--- src/rtl/switch_pkg.sv ---
// Shared defaults and element type for the matrix switch.
// No ports; imported by switch_cell and switch_top.
package switch_pkg;

  localparam int unsigned DEF_DATA_W = 8;
  localparam int unsigned DEF_ROWS   = 4;
  localparam int unsigned DEF_COLS   = 4;

  typedef logic [DEF_DATA_W-1:0] elem_t;

endpackage : switch_pkg

--- src/rtl/switch_cell.sv ---
// Combinational mesh cell: forwards either its down (column) or across (row)
// vector, depending on the mode.
// Ports:
//   ctrl               1 = transpose (select down), 0 = pass-through (select across)
//   in_elements_down   column of the captured matrix, ROWS elements
//   in_elements_across row of the captured matrix, COLS elements
//   out_elements       selected vector, ROWS elements
module switch_cell
  import switch_pkg::*;
#(
  parameter int unsigned DATA_W = DEF_DATA_W,
  parameter int unsigned ROWS   = DEF_ROWS,
  parameter int unsigned COLS   = DEF_COLS
) (
  input  logic              ctrl,
  input  logic [DATA_W-1:0] in_elements_down   [0:ROWS-1],
  input  logic [DATA_W-1:0] in_elements_across [0:COLS-1],
  output logic [DATA_W-1:0] out_elements       [0:ROWS-1]
);

  // Across entries past COLS do not exist; pass-through is only legal for
  // square matrices, so those slots read as zero.
  for (genvar r = 0; r < ROWS; r++) begin : g_sel
    if (r < COLS) begin : g_both
      assign out_elements[r] = ctrl ? in_elements_down[r] : in_elements_across[r];
    end else begin : g_down_only
      assign out_elements[r] = ctrl ? in_elements_down[r] : '0;
    end
  end

endmodule : switch_cell

--- src/rtl/switch_top.sv ---
// Two-stage matrix switch: transposes (ctrl=1) or passes through (ctrl=0)
// a ROWS x COLS matrix, one matrix per cycle, latency 2.
// Ports:
//   clk, rst       clock, synchronous active-high reset
//   ctrl           mode for the matrix presented with in_val
//   input_matrix   source matrix [ROWS][COLS]
//   output_matrix  registered result [COLS][ROWS]
//   in_val         input_matrix/ctrl valid this cycle
//   out_val        output_matrix valid
module switch_top
  import switch_pkg::*;
#(
  parameter int unsigned DATA_W = DEF_DATA_W,
  parameter int unsigned ROWS   = DEF_ROWS,
  parameter int unsigned COLS   = DEF_COLS
) (
  input  logic              clk,
  input  logic              rst,
  input  logic              ctrl,
  input  logic [DATA_W-1:0] input_matrix  [0:ROWS-1][0:COLS-1],
  output logic [DATA_W-1:0] output_matrix [0:COLS-1][0:ROWS-1],
  input  logic              in_val,
  output logic              out_val
);

  logic [DATA_W-1:0] input_elements    [0:ROWS-1][0:COLS-1];
  logic              mode_q;
  logic [DATA_W-1:0] outputs           [0:ROWS-1][0:COLS-1][0:ROWS-1];
  logic [DATA_W-1:0] output_elements_d [0:COLS-1][0:ROWS-1];
  logic [DATA_W-1:0] output_elements   [0:COLS-1][0:ROWS-1];
  logic [1:0]        val_q;

  // Stage 1: capture matrix and mode only on valid input.
  always_ff @(posedge clk) begin
    if (rst) begin
      input_elements <= '{default: '0};
      mode_q         <= 1'b0;
    end else if (in_val) begin
      input_elements <= input_matrix;
      mode_q         <= ctrl;
    end
  end

  // Switch mesh. Cell (i,j) sees column j and row i and produces output row j
  // (transpose) or row i (pass-through). Only one cell per output row is let
  // through into outputs[i] so the merge below is a plain OR.
  for (genvar i = 0; i < ROWS; i++) begin : g_in_i
    for (genvar j = 0; j < COLS; j++) begin : g_in_j
      logic [DATA_W-1:0] in_e_down    [0:ROWS-1];
      logic [DATA_W-1:0] in_e_across  [0:COLS-1];
      logic [DATA_W-1:0] out_elements [0:ROWS-1];

      for (genvar k = 0; k < ROWS; k++) begin : g_down
        assign in_e_down[k] = input_elements[k][j];
      end
      for (genvar k = 0; k < COLS; k++) begin : g_across
        assign in_e_across[k] = input_elements[i][k];
      end

      switch_cell #(
        .DATA_W (DATA_W),
        .ROWS   (ROWS),
        .COLS   (COLS)
      ) ss (
        .ctrl               (mode_q),
        .in_elements_down   (in_e_down),
        .in_elements_across (in_e_across),
        .out_elements       (out_elements)
      );

      // Transpose: mesh row 0 supplies every output row j.
      // Pass-through: mesh row i supplies output row i via the diagonal cell.
      for (genvar r = 0; r < ROWS; r++) begin : g_part
        assign outputs[i][j][r] = (mode_q ? (i == 0) : (i == j)) ? out_elements[r] : '0;
      end
    end
  end

  // Merge the per-mesh-row partial matrices.
  always_comb begin
    for (int a = 0; a < COLS; a++) begin
      for (int b = 0; b < ROWS; b++) begin
        output_elements_d[a][b] = '0;
        for (int k = 0; k < ROWS; k++) begin
          output_elements_d[a][b] = output_elements_d[a][b] | outputs[k][a][b];
        end
      end
    end
  end

  // Stage 2: result register (every cycle) and valid pipeline.
  always_ff @(posedge clk) begin
    if (rst) begin
      output_elements <= '{default: '0};
      val_q           <= 2'b00;
    end else begin
      output_elements <= output_elements_d;
      val_q           <= {val_q[0], in_val};
    end
  end

  assign output_matrix = output_elements;
  assign out_val       = val_q[1];

endmodule : switch_top

--- config.mk ---
export PLATFORM = sky130hd
export DESIGN_NAME = switch_top
export DESIGN_NICKNAME = d
export VERILOG_FILES = /design/src/rtl/switch_pkg.sv /design/src/rtl/switch_cell.sv /design/src/rtl/switch_top.sv
export SDC_FILE = /design/constraint.sdc
export NUM_CORES = 1
export LEC_CHECK = 0
export BUFFER_PORTS_ARGS = -buffer_cell sky130_fd_sc_hd__buf_2
export CORE_MARGIN = 2
export CORE_UTILIZATION = 45
export CTS_CLUSTER_SIZE = 24
export DETAILED_ROUTE_END_ITERATION = 12
export PLACE_DENSITY = 0.72
export SKIP_CTS_REPAIR_TIMING = 1
export SYNTH_ARGS = -nofsm -noshare
export SYNTH_HDL_FRONTEND = slang
export SYNTH_SLANG_ARGS = --single-unit
--- constraint.sdc ---
create_clock -name clk -period 2 [get_ports clk]
set_input_delay 0.2 -clock clk [delete_from_list [all_inputs] [get_ports clk]]
set_output_delay 0.2 -clock clk [all_outputs]
set_load 0.02 [all_outputs]
### Yosys cells after proc, flatten, opt, wreduce, memory -nomap -nowiden

Index checks and enable logic that the tools add are counted.

* register bits after elaboration: 259
* bits in latches: 0
* bits in writable memories: 0
* ROM bits: 0
* output and inout port bits: 129
* logic and storage cells: 86
* memories: 0

* add/sub/neg operators: 0
* $mul: 0
* divide/modulo/power cells: 0
* magnitude comparators: 0
* equal/unequal tests: 0
* shift operators: 0
* muxes and demuxes: 40
* bitwise operators: 12
* reduce and logical (&&, ||, !) cells: 0

Operators by type and width (number)
* two-way mux 8 bit: 39
* bitwise OR 8 bit: 12
* two-way mux 1 bit: 1

### Logic depth before layout (Yosys ltp)

* depth in word-level cells: 3
* gate-level depth with buffers: 5
* mapped depth without buffers: 2

### Cells and area by module

Synthesis repeated with hierarchy kept, for this count alone.

* cells, all modules: 1050
* area total of the unflattened synthesis: 12741.0 um2

By module, submodules not included
* switch_top: times used 1, cells each 798, area each 8931.1 um2
* switch_cell: times used 7, cells each 36, area each 544.3 um2

### Worst setup path before layout

Ideal clock, no wire load.

* path kind: register to register
* from: register mode_q
* to: register output_elements, in the netlist output_matrix[16]
* arrival time: 0.932 ns
* data required time: 1.872 ns
* slack: 0.940 ns
* cell stages (with the launch flop): 6
* path buffers: 3
* path through: dfxtp_1 -> buf_4 -> buf_8 -> buf_8 -> mux2i_1 -> nor2_1

* longest elaborated chain between the ends: 3
* elaborated cells on any way between the ends: 5
* classes of those cells: mux (4); bitwise (1)

RTL lines
* from (decl): line switch_top.sv:27 `logic mode_q;`
* from (signal assigned): line switch_top.sv:40 `mode_q <= ctrl;`
* two-way mux 8 bit / two-way mux 1 bit (equally long branches): line switch_cell.sv:25, switch_top.sv:74
* two-way mux 8 bit: line switch_top.sv:74 `assign outputs[i][j][r] = (mode_q ? (i == 0) : (i == j)) ? out_elements[r] : '0;`
* bitwise OR 8 bit *: line switch_top.sv:85 `output_elements_d[a][b] = output_elements_d[a][b] | outputs[k][a][b];`
* to (signal assigned): line switch_top.sv:97 `output_elements <= output_elements_d;`
* to (decl): line switch_top.sv:30 `logic [DATA_W-1:0] output_elements [0:COLS-1][0:ROWS-1];`

Mark *: on every way between the ends. The rest lies on a longest branch, timed or not.
A chain may end at the register's enable or synchronous reset.

### Final worst setup path

* from: register mode_q
* to: register output_elements, in the netlist output_matrix[93]

Same word-level chain as after synthesis.

==> key figures <==
Worst hold path
  • End of the worst hold path: g_in_i[0].g_in_j[0].in_e_down[15]
  • HP Class: in2reg
  • Hold_sp: in_val
  • WHS Path Cells: 3

Worst setup path
  • Critical Path RT: 2.39 ns
  • Reg2Reg Setup Slack: 0.61 ns
  • Crit path max fanout: 22
  • Cells on worst reg2reg path: 3
  • Worst r2r src: mode_q
  • Crit path DAT: 1.79 ns
  • Setup crit end kind: flip-flop
  • Reg-to-reg endpoint: output_matrix[93]
  • Startpoint types: flip-flop
  • CP Class: reg2reg

STA
  • RSZ-0062 raised after global routing: false
  • Worst setup margin: 0.6057 ns
  • Slew headroom: 0.6727
  • Setup TNS: 0 ns
  • Tmin final: 1.394 ns
  • Period utilization: 0.6971
  • Slew @ Worst Pin: 0.4910 ns
  • # setup viols final: 0
  • Clk_skew: 0.009325 ns
  • Fin. Hold Viols: 0
  • Final slew viol count: 0
  • Worst hold slack: 0.1422 ns
  • Highest achievable clock rate: 717.2 MHz

Run
  • Max-cap violations: 0

Synthesis
  • Sequential share of the synthesized area: 0.5804
  • Count of flip-flops with a built-in enable after synthesis: 0
  • Library cells used by synthesis: 11
  • Primary FF master, synth: dfxtp_1
  • Top-count cell post-synth: dfxtp_1
  • FFs w/ async S/R, synth: 0
  • Seq cells post-synth: 259
  • Avg Cell Area, Syn: 11.19 um^2
  • Syn_nets: 930
  • Synthesized area: 0.008934 mm^2
  • Synth area leaders: dfxtp_1, mux2i_1, nor2_1
  • Top post-synthesis cells by count: dfxtp_1, mux2i_1, nor2_1
  • Synth top area share: 0.5804
  • Area leader, netlist: dfxtp_1
  • Syn Inst Count: 798
  • Warnings, synthesis: 0

Route
  • Drt drc: 0
  • Post-Route WL: 20.84 mm
  • DR vias: 6,750
  • Antenna-violating nets left: 0
  • Via-to-Cell Ratio: 4.636
  • Violation count after the first detailed-routing iteration: 215
  • Total iterations of the first detailed-routing run: 6
  • WL/cell: 14.32 um

GRT
  • Initial antenna violation count: 0
  • First-pass GRT wire length: 30.67 mm
  • Total Routing Usage GR: 0.1745
  • Vias in the first global route: 6,101
  • Total gr overflow: 0
  • Largest net degree at the start of global routing: 69

Finish
  • Final net count: 1,306
  • Finished Layout Cells: 1,456
  • Fillers: 1,461
  • Final instance area: 0.01251 mm^2
  • P&R area growth vs syn: 40.08%
  • # diodes: 0
  • Layout cells sized above 1: 0.2620
  • Area taken by multi-input logic gates: 0.003309 mm^2
  • Register area: 0.005189 mm^2

Floorplan
  • Die height: 144.9 um
  • Initial Util: 0.4590
  • Die W: 144.9 um
  • Number of top-level pins: 261
  • Die ar.: 0.02100 mm^2
  • Core area: 0.01946 mm^2
  • Rows: 51

Placed design
  • DP Area: 0.01036 mm^2
  • Dpl ws: 0.6332 ns
  • Final Wtd Congestion: 0.7617
  • HPWL after DPL: 12.77 mm
  • Inst Count DP: 1,281
  • Buffers on Ports: 260

Outcome
  • Status: finished, final reports clean

Clocking
  • CTS sink cnt: 259
  • Reg clk slew, reported paths: 0.06 ns
  • Root buffer cell: clkbuf_16
  • H-tree Lvls: 1
  • Clock Latency Late Sink: 0.51 ns
  • CTS tree: built
  • Clock buffer depth: 3
  • Cts bufs inserted: 27

Power and ir drop
  • Total leakage power: 5.911 nW
  • Power Dens Cells: 935.7 mW/mm^2
  • Peak VDD IR: 0.7231 mV
-- critical path: stages (launching register included) --
cell and delay, ns:
dfxtp_4 0.60, buf_4 0.35, mux2i_1 0.25, nor2_1 0.07
-- flip-flops by register name, summed over array words and instances (netlist names) --
register,count
output_matrix,128
val_q,2
g_in_i.g_in_j.in_e_across,32
g_in_i.g_in_j.in_e_down,96
mode_q,1
-- report_power, final --
| part | internal [W] | switching [W] |
|---|---|---|
| Combinational | 0.000644 | 0.000622 |
| Clock | 0.00295 | 0.00191 |
| Sequential | 0.00543 | 0.000149 |
| Total | 0.00903 | 0.00268 |
-- per-layer routing --
metal,share of wire,GRT usage,up-vias
li1,-,-,3378
met4,0.023,0.04010,0
met1,0.42,0.2157,3128
met3,0.069,0.05849,40
met2,0.49,0.2955,204
met5,0,0,-
-- cell type report --
class | instances | area share
Clock buffer | 41 | 0.06299
Multi-Input combinational cell | 484 | 0.2644
Clock inverter | 5 | 0.006299
Tap cell | 265 | 0.02649
Sequential cell | 259 | 0.4146
Timing Repair Buffer | 402 | 0.2252
-- per-stage QoR --
stage	power [W]	util
after CTS	0.01163	0.5767
after floorplan	0.006401	-
after global routing	0.01219	0.6430
after detailed placement	0.006750	0.5321
final	0.01171	0.6430
after global placement	0.006728	0.5321
-- cell usage in the layout, fill, tap and decap left out --
master / n
inv_6: 1
bufinv_16: 2
buf_12: 9
dlygate4sd3_1: 129
mux2i_1: 225
dfxtp_1: 258
clkbuf_1: 8
buf_2: 258
buf_4: 4
clkbuf_16: 27
buf_6: 1
clkbuf_8: 7
dfxtp_4: 1
clkinv_2: 2
nor2b_1: 34
nor2_1: 225
-- logic make-up after synthesis --
logic type | share of synthesized area
flip-flops | 0.5804
AND/OR/NAND/NOR | 0.1183
multiplexers | 0.2521
buffers and inverters | 0.04916
-- worst max path at each step --
stage,from,end,slack (ns),cells after the start
floorplan,mode_q,output_matrix[16],0.94,5
global placement,mode_q,output_matrix[92],0.66,3
detailed placement,mode_q,output_matrix[114],0.63,3
CTS,mode_q,output_matrix[116],0.61,3
global route,mode_q,output_matrix[92],0.54,3
finish,mode_q,output_matrix[93],0.61,3
Power figures use the tool's default switching activity.
